`config.mk`:
```
export PLATFORM = sky130hd
export DESIGN_NAME = cia_todgen
export DESIGN_NICKNAME = d
export VERILOG_FILES = /design/src/rtl/cia_todgen_pkg.sv /design/src/rtl/cia_todgen_div.sv /design/src/rtl/cia_todgen.sv
export SDC_FILE = /design/constraint.sdc
export NUM_CORES = 1
export LEC_CHECK = 0
export ABC_AREA = 0
export CAP_MARGIN = 25
export CORE_ASPECT_RATIO = 1.25
export CORE_MARGIN = 2
export CORE_UTILIZATION = 65
export DETAILED_ROUTE_END_ITERATION = 6
export DONT_BUFFER_PORTS = 1
export PLACE_DENSITY_LB_ADDON = 0.2
export SYNTH_ARGS = -nofsm -noshare
export SYNTH_HDL_FRONTEND = slang
export SYNTH_SLANG_ARGS = --single-unit
```
`constraint.sdc`:
```
create_clock -name clk -period 6.3 [get_ports clk]
set_clock_uncertainty 0.2 [all_clocks]
set_input_delay 0.945 -clock clk [delete_from_list [all_inputs] [get_ports clk]]
set_output_delay 0.945 -clock clk [all_outputs]
set_load 0.02 [all_outputs]
```
`src/rtl/cia_todgen_pkg.sv`:
```
// cia_todgen_pkg: shared constants and types for the CIA TOD generator.
//   TOD_HZ_50 / TOD_HZ_60  nominal TOD frequencies
//   todsrc_t               which source drives the CIA TOD input
//   half_n / half_r        quotient and remainder of clk_hz/(2f), used to
//                          build the fractional half-period divider
package cia_todgen_pkg;

  localparam int TOD_HZ_50 = 50;
  localparam int TOD_HZ_60 = 60;

  typedef enum logic {
    TODSRC_GEN = 1'b0,
    TODSRC_EXT = 1'b1
  } todsrc_t;

  function automatic int half_n(input int clk_hz, input int f);
    return clk_hz / (2 * f);
  endfunction

  function automatic int half_r(input int clk_hz, input int f);
    return clk_hz % (2 * f);
  endfunction

endpackage

```
`src/rtl/cia_todgen_div.sv`:
```
// cia_todgen_div: fractional divider producing a 50/60 Hz square wave with an
// exact average frequency. Each half period is N clk cycles; the remainder R
// is accumulated at every toggle and, when it reaches 2f, the next half
// period is stretched by one cycle.
// Ports:
//   clk, res   clock, asynchronous active-high reset
//   en         0 holds gen low and clears the divider state
//   sel60      0 = 50 Hz, 1 = 60 Hz; sampled only when gen rises
//   gen        generated square wave (starts with a low half period)
//   gen_rise   one-cycle pulse in the first cycle gen is high
module cia_todgen_div
  import cia_todgen_pkg::*;
#(
  parameter int CLK_HZ = 24000000
) (
  input  logic clk,
  input  logic res,
  input  logic en,
  input  logic sel60,
  output logic gen,
  output logic gen_rise
);

  localparam int N50 = half_n(CLK_HZ, TOD_HZ_50);
  localparam int N60 = half_n(CLK_HZ, TOD_HZ_60);
  localparam int R50 = half_r(CLK_HZ, TOD_HZ_50);
  localparam int R60 = half_r(CLK_HZ, TOD_HZ_60);
  localparam int CW  = $clog2(N50 + 2);
  // err < 2f and R < 2f, so err + R < 4*60
  localparam int EW  = $clog2(4 * TOD_HZ_60);

  localparam logic [CW-1:0] LEN50 = CW'(N50);
  localparam logic [CW-1:0] LEN60 = CW'(N60);
  localparam logic [EW-1:0] REM50 = EW'(R50);
  localparam logic [EW-1:0] REM60 = EW'(R60);
  localparam logic [EW-1:0] PER50 = EW'(2 * TOD_HZ_50);
  localparam logic [EW-1:0] PER60 = EW'(2 * TOD_HZ_60);

  logic [CW-1:0] cnt;
  logic [EW-1:0] err;
  logic          extra;  // current half period is N+1
  logic          f60;    // frequency of the period in progress

  logic [CW-1:0] len;
  logic          fn;
  logic [EW-1:0] rn, pn, acc;
  logic          last;

  always_comb begin
    len  = (f60 ? LEN60 : LEN50) + CW'(extra);
    // a rising toggle starts a new period, which picks up sel60
    fn   = gen ? f60 : sel60;
    rn   = fn ? REM60 : REM50;
    pn   = fn ? PER60 : PER50;
    acc  = err + rn;
    last = (cnt == len - CW'(1));
  end

  always_ff @(posedge clk or posedge res) begin
    if (res) begin
      cnt      <= '0;
      err      <= '0;
      extra    <= 1'b0;
      f60      <= 1'b0;
      gen      <= 1'b0;
      gen_rise <= 1'b0;
    end else begin
      gen_rise <= 1'b0;
      if (!en) begin
        cnt   <= '0;
        err   <= '0;
        extra <= 1'b0;
        gen   <= 1'b0;
      end else if (last) begin
        cnt      <= '0;
        gen      <= ~gen;
        gen_rise <= ~gen;
        f60      <= fn;
        if (!gen && (sel60 != f60)) begin
          // frequency change: restart the fractional phase
          err   <= '0;
          extra <= 1'b0;
        end else if (acc >= pn) begin
          err   <= acc - pn;
          extra <= 1'b1;
        end else begin
          err   <= acc;
          extra <= 1'b0;
        end
      end else begin
        cnt <= cnt + CW'(1);
      end
    end
  end

endmodule

```
`src/rtl/cia_todgen.sv`:
```
// cia_todgen: TOD square-wave source for the CIA TOD input.
// Optional build macro CIA_TODGEN_AUTO_EN: when defined, an external TOD pin
// is synchronized and watched; once it shows VALID_EDGES consecutive sane
// intervals it replaces the generator, and it is dropped again on a glitch
// or a timeout. Without the macro tod_ext is ignored and ext_present is 0.
// Ports:
//   clk, res     clock, asynchronous active-high reset
//   en           generator enable
//   sel60        0 = 50 Hz, 1 = 60 Hz
//   tod_ext      raw external TOD pin (asynchronous)
//   tod_out      TOD signal to the CIA (registered)
//   tod_tick     one-cycle pulse on each tod_out rising edge (registered)
//   ext_present  external source is the one currently driving tod_out
module cia_todgen
  import cia_todgen_pkg::*;
#(
  parameter int CLK_HZ      = 24000000,
  parameter int TIMEOUT_CYC = CLK_HZ / 10,
  parameter int MINPER_CYC  = CLK_HZ / 70,
  parameter int VALID_EDGES = 3
) (
  input  logic clk,
  input  logic res,
  input  logic en,
  input  logic sel60,
  input  logic tod_ext,
  output logic tod_out,
  output logic tod_tick,
  output logic ext_present
);

  logic    gen, gen_rise;
  logic    ext_s1;
  todsrc_t src;

  cia_todgen_div #(.CLK_HZ(CLK_HZ)) u_div (
    .clk      (clk),
    .res      (res),
    .en       (en),
    .sel60    (sel60),
    .gen      (gen),
    .gen_rise (gen_rise)
  );

`ifdef CIA_TODGEN_AUTO_EN
  localparam int IW = $clog2(TIMEOUT_CYC + 1);
  localparam int VW = $clog2(VALID_EDGES + 1);

  logic          ext_s2, ext_s3;
  logic [IW-1:0] icnt;   // cycles since last ext_sync rising edge, saturating
  logic [VW-1:0] vcnt;
  logic          ext_rise, tmo, glitch, valid_iv, both_low;
  todsrc_t       req;

  always_comb begin
    ext_rise = ext_s2 & ~ext_s3;
    tmo      = (icnt == IW'(TIMEOUT_CYC));
    glitch   = ext_rise && (icnt < IW'(MINPER_CYC));
    valid_iv = ext_rise && !glitch && !tmo;
    req      = (vcnt == VW'(VALID_EDGES)) ? TODSRC_EXT : TODSRC_GEN;
    // ext_s1 feeds tod_out directly, so it must be low as well as ext_sync
    both_low = ~ext_s1 & ~ext_s2 & ~gen;
  end

  always_ff @(posedge clk or posedge res) begin
    if (res) begin
      ext_s1 <= 1'b0;
      ext_s2 <= 1'b0;
      ext_s3 <= 1'b0;
      icnt   <= '0;
      vcnt   <= '0;
      src    <= TODSRC_GEN;
    end else begin
      ext_s1 <= tod_ext;
      ext_s2 <= ext_s1;
      ext_s3 <= ext_s2;
      if (ext_rise)  icnt <= IW'(1);
      else if (!tmo) icnt <= icnt + IW'(1);
      // an edge in the timeout cycle wins over the timeout
      if (glitch || (tmo && !ext_rise))
        vcnt <= '0;
      else if (valid_iv && (vcnt != VW'(VALID_EDGES)))
        vcnt <= vcnt + VW'(1);
      if (both_low) src <= req;
    end
  end

  assign ext_present = (src == TODSRC_EXT);
`else
  logic unused_cfg;
  assign unused_cfg  = tod_ext ^ (TIMEOUT_CYC > 0) ^ (MINPER_CYC > 0) ^ (VALID_EDGES > 0);
  assign ext_s1      = 1'b0;
  assign src         = TODSRC_GEN;
  assign ext_present = 1'b0;
`endif

  // tod_out acts as the second synchronizer stage on the external path,
  // giving two clk of latency from tod_ext.
  always_ff @(posedge clk or posedge res) begin
    if (res) begin
      tod_out  <= 1'b0;
      tod_tick <= 1'b0;
    end else if (src == TODSRC_EXT) begin
      tod_out  <= ext_s1;
      tod_tick <= ext_s1 & ~tod_out;
    end else begin
      // switchover only happens with gen low, so gen_rise == gen & ~tod_out
      tod_out  <= gen;
      tod_tick <= gen_rise;
    end
  end

endmodule
```
==> out/results.ini <==
[run_status]
outcome = finished clean

[placed_design]
dp.cells = 194
place.gp.congestion = 0.776
hpwl_mm = 2.18
io_buffers = 0
pre_cts_slack_ns = 2.76

[routing]
routed_wl_mm = 3.02
viasPerCell = 5.90
vias = 1191
ant_nets = 0
post_drt_wl_per_cell_um = 14.9
dr.pass1.iters = 4
drcViolationCount = 0
drtIter0Drc = 28

[timing]
final.setup.tns_ns = 0
slew_headroom_pct = 34.7
fin_crit_ns = 3.18
hold-worst-slack_ns = 0.180
rsz0062_at_grt = false
timing.fmax_ghz = 0.314
hold_viol = 0
setup_ws_ns = 3.12
setup_viol = 0
period_share_pct = 50.5
maxSlewViolCount = 0
tightest_slew_ns = 0.980

[pwr]
p_seq_share_pct = 58.2
vdd_drop_max_v = 0.000166
comb_power_share_pct = 6.2
leakagePower_nw = 0.852
power.internal_uw = 255
swShare_pct = 24.2
p_total_uw = 337
clkPwrFrac_pct = 35.6
powerDensity_nw_per_um2 = 190
switchingPower_uw = 81.4

[clock_network]
cts_resized = 0
clkLatencyLatePin_ns = 0.34
tritoncts = done
cts_hold_buf = 0
cts_setup_buffers = 0
cts_buffers = 5
cts_sinks = 30
clk_path_buf_depth = 2
root_buffer = clkbuf_4
path_clk_slew_ns = 0.10
htree_levels = 2

[hold_path]
worstHoldStart = u_div.gen_rise
hold_end = tod_tick
hold_path_depth = 0
hp-class = flip-flop to flip-flop

[global_route]
grt_pass1_vias = 1175
grt_pass1_wl_mm = 5.18
grt_max_degree = 26
grt_use_total_pct = 23.8
gr-total-overflow = 0
antenna_found_initial = 0

[finish]
drive_above_1_share_pct = 7.69
synthToLayoutAreaGrowth_pct = 6.16
nFillCells = 205
fin_cells = 202
nNetsFinal = 181
diodes = 0

[synth]
synth_edf_count = 0
muxShareOfSynthArea_pct = 1.20
yosys_warnings = 0
synth_cell_types = 38
synth_area_leader_cell = dfrtp_1
synth-simple-area-share_pct = 22.2
synth-seq-cells = 30
synth.area.top_cells = dfrtp_1 45%, xor2_1 7.9%, nor2_1 5.4%
synth.top_cell.area_share_pct = 45.1
syn_area_um2 = 1670
yosysMostFrequentCell = dfrtp_1
yosys-top-cells-count = 30 x dfrtp_1, 24 x nor2_1, 15 x xor2_1
synth_compound_area_share_pct = 10.6
syn_nets = 176
yosysSeqAreaShare_pct = 45.1
synth_top_family_by_area = simple AND/OR/NAND/NOR gates
synth-adder-area-share_pct = 6.46
synth-xor-area-share_pct = 11.0
async_reset_ff_share_pct = 100
synth_flop_cell = dfrtp_1
synth.avg_cell_area_um2 = 10.2
netlist_instances = 163

[setup_path]
r2r-end = u_div.err[2]
cp-end-kind = flip-flop
worst-setup-path-type = primary input to flip-flop
required_ns = 6.34
crit_arrival_ns = 3.22
start_kind = primary input
worstReg2RegStart = u_div.gen
regToRegSetupSlack_ns = 3.13
r2r_cells = 9
critPathMaxFanout = 7

[run]
maxCapViolCount = 0

[die]
initial_utilization_pct = 68.6
row_count = 20
die_h_um = 60.6
die_x_um = 49.3
core-area_um2 = 2430
ios = 8
dieArea_um2 = 2990

[metrics by stage]
stage          util (%)  instance area [µm²]
2_1_floorplan         -                 1670
3_3_place_gp       69.2                 1680
3_5_place_dp       70.4                 1710
4_1_cts            72.8                 1770
5_1_grt            72.8                 1770
6_report           72.8                 1770
[cell type report]
| type | count | area [µm²] | area share [%] |
|---|---|---|---|
| flip-flops and latches | 30 | 751 | 42.5 |
| clock inverters | 1 | 5.00 | 0.283 |
| multi-input cells | 123 | 862 | 48.8 |
| inverters | 7 | 26.3 | 1.49 |
| well taps | 33 | 41.3 | 2.34 |
| clock buffers | 7 | 55.1 | 3.11 |
| repair buffers | 1 | 27.5 | 1.56 |
[cell families after synthesis]
family,count (synthesis)
and+or+nand+nor,69
DFF,30
muxes,2
buffers and inverters,10
other,1
AOI/OAI and AO/OA,22
adders and majority gates,8
xor gates and xnor gates,21
[cells in the final DEF, fill, tap and decap left out, types with 3 or more instances in the layout]
master | synthesis | layout
nand3_1 | 5 | 5
dfrtp_1 | 30 | 30
a32o_1 | 3 | 3
nand2_1 | 13 | 13
ha_1 | 7 | 7
o21a_1 | 3 | 3
o21ai_0 | 4 | 4
xnor2_1 | 6 | 6
xor2_1 | 15 | 15
nor2_1 | 24 | 24
clkbuf_4 | 0 | 5
nand4_1 | 7 | 7
nor3_1 | 5 | 5
inv_1 | 7 | 7
and2_1 | 3 | 3
a22o_1 | 3 | 3
[worst max-delay path: stages]
cell	delay [ns]
mux2i_1	0.48
ha_1	0.32
inv_1	0.07
fa_1	0.42
a211oi_1	0.20
nor2_1	0.11
a21o_1	0.22
and2_1	0.19
a32o_1	0.26
[power groups by stage]
stage	logic [mW]	clock network, mW	registers [mW]
CTS	0.0210	0.123	0.196
detailed placement	0.0209	0	0.200
floorplan	0.0165	0	0.199
global route	0.0236	0.130	0.196
global placement	0.0180	0	0.199
finish	0.0207	0.120	0.196
[worst max path at each step]
stage,from,to,depth (start not counted)
after CTS,sel60,u_div.err[2],9
after global placement,sel60,u_div.err[2],9
final,sel60,u_div.err[2],9
after floorplan,sel60,u_div.err[3],9
after detailed placement,sel60,u_div.err[2],9
after global routing,u_div.gen,u_div.err[2],9
[state kept, by name (all words and copies together), names as in the netlist]
name and flops:
u_div.cnt 18, tod_out 1, u_div.gen 1, tod_tick 1, u_div.f60 1, u_div.gen_rise 1
u_div.err 6, u_div.extra 1
[routing by layer]
metal  GRT usage (%)  share of wire [%]  vias to the layer above
met5               0                  0                        -
met4            13.5                1.9                        0
met3            4.43                2.7                        5
met2            44.8                 54                       15
met1            25.3                 41                      593
li1                -                  -                      578
Note: power is estimated with default switching activity, not from simulation.
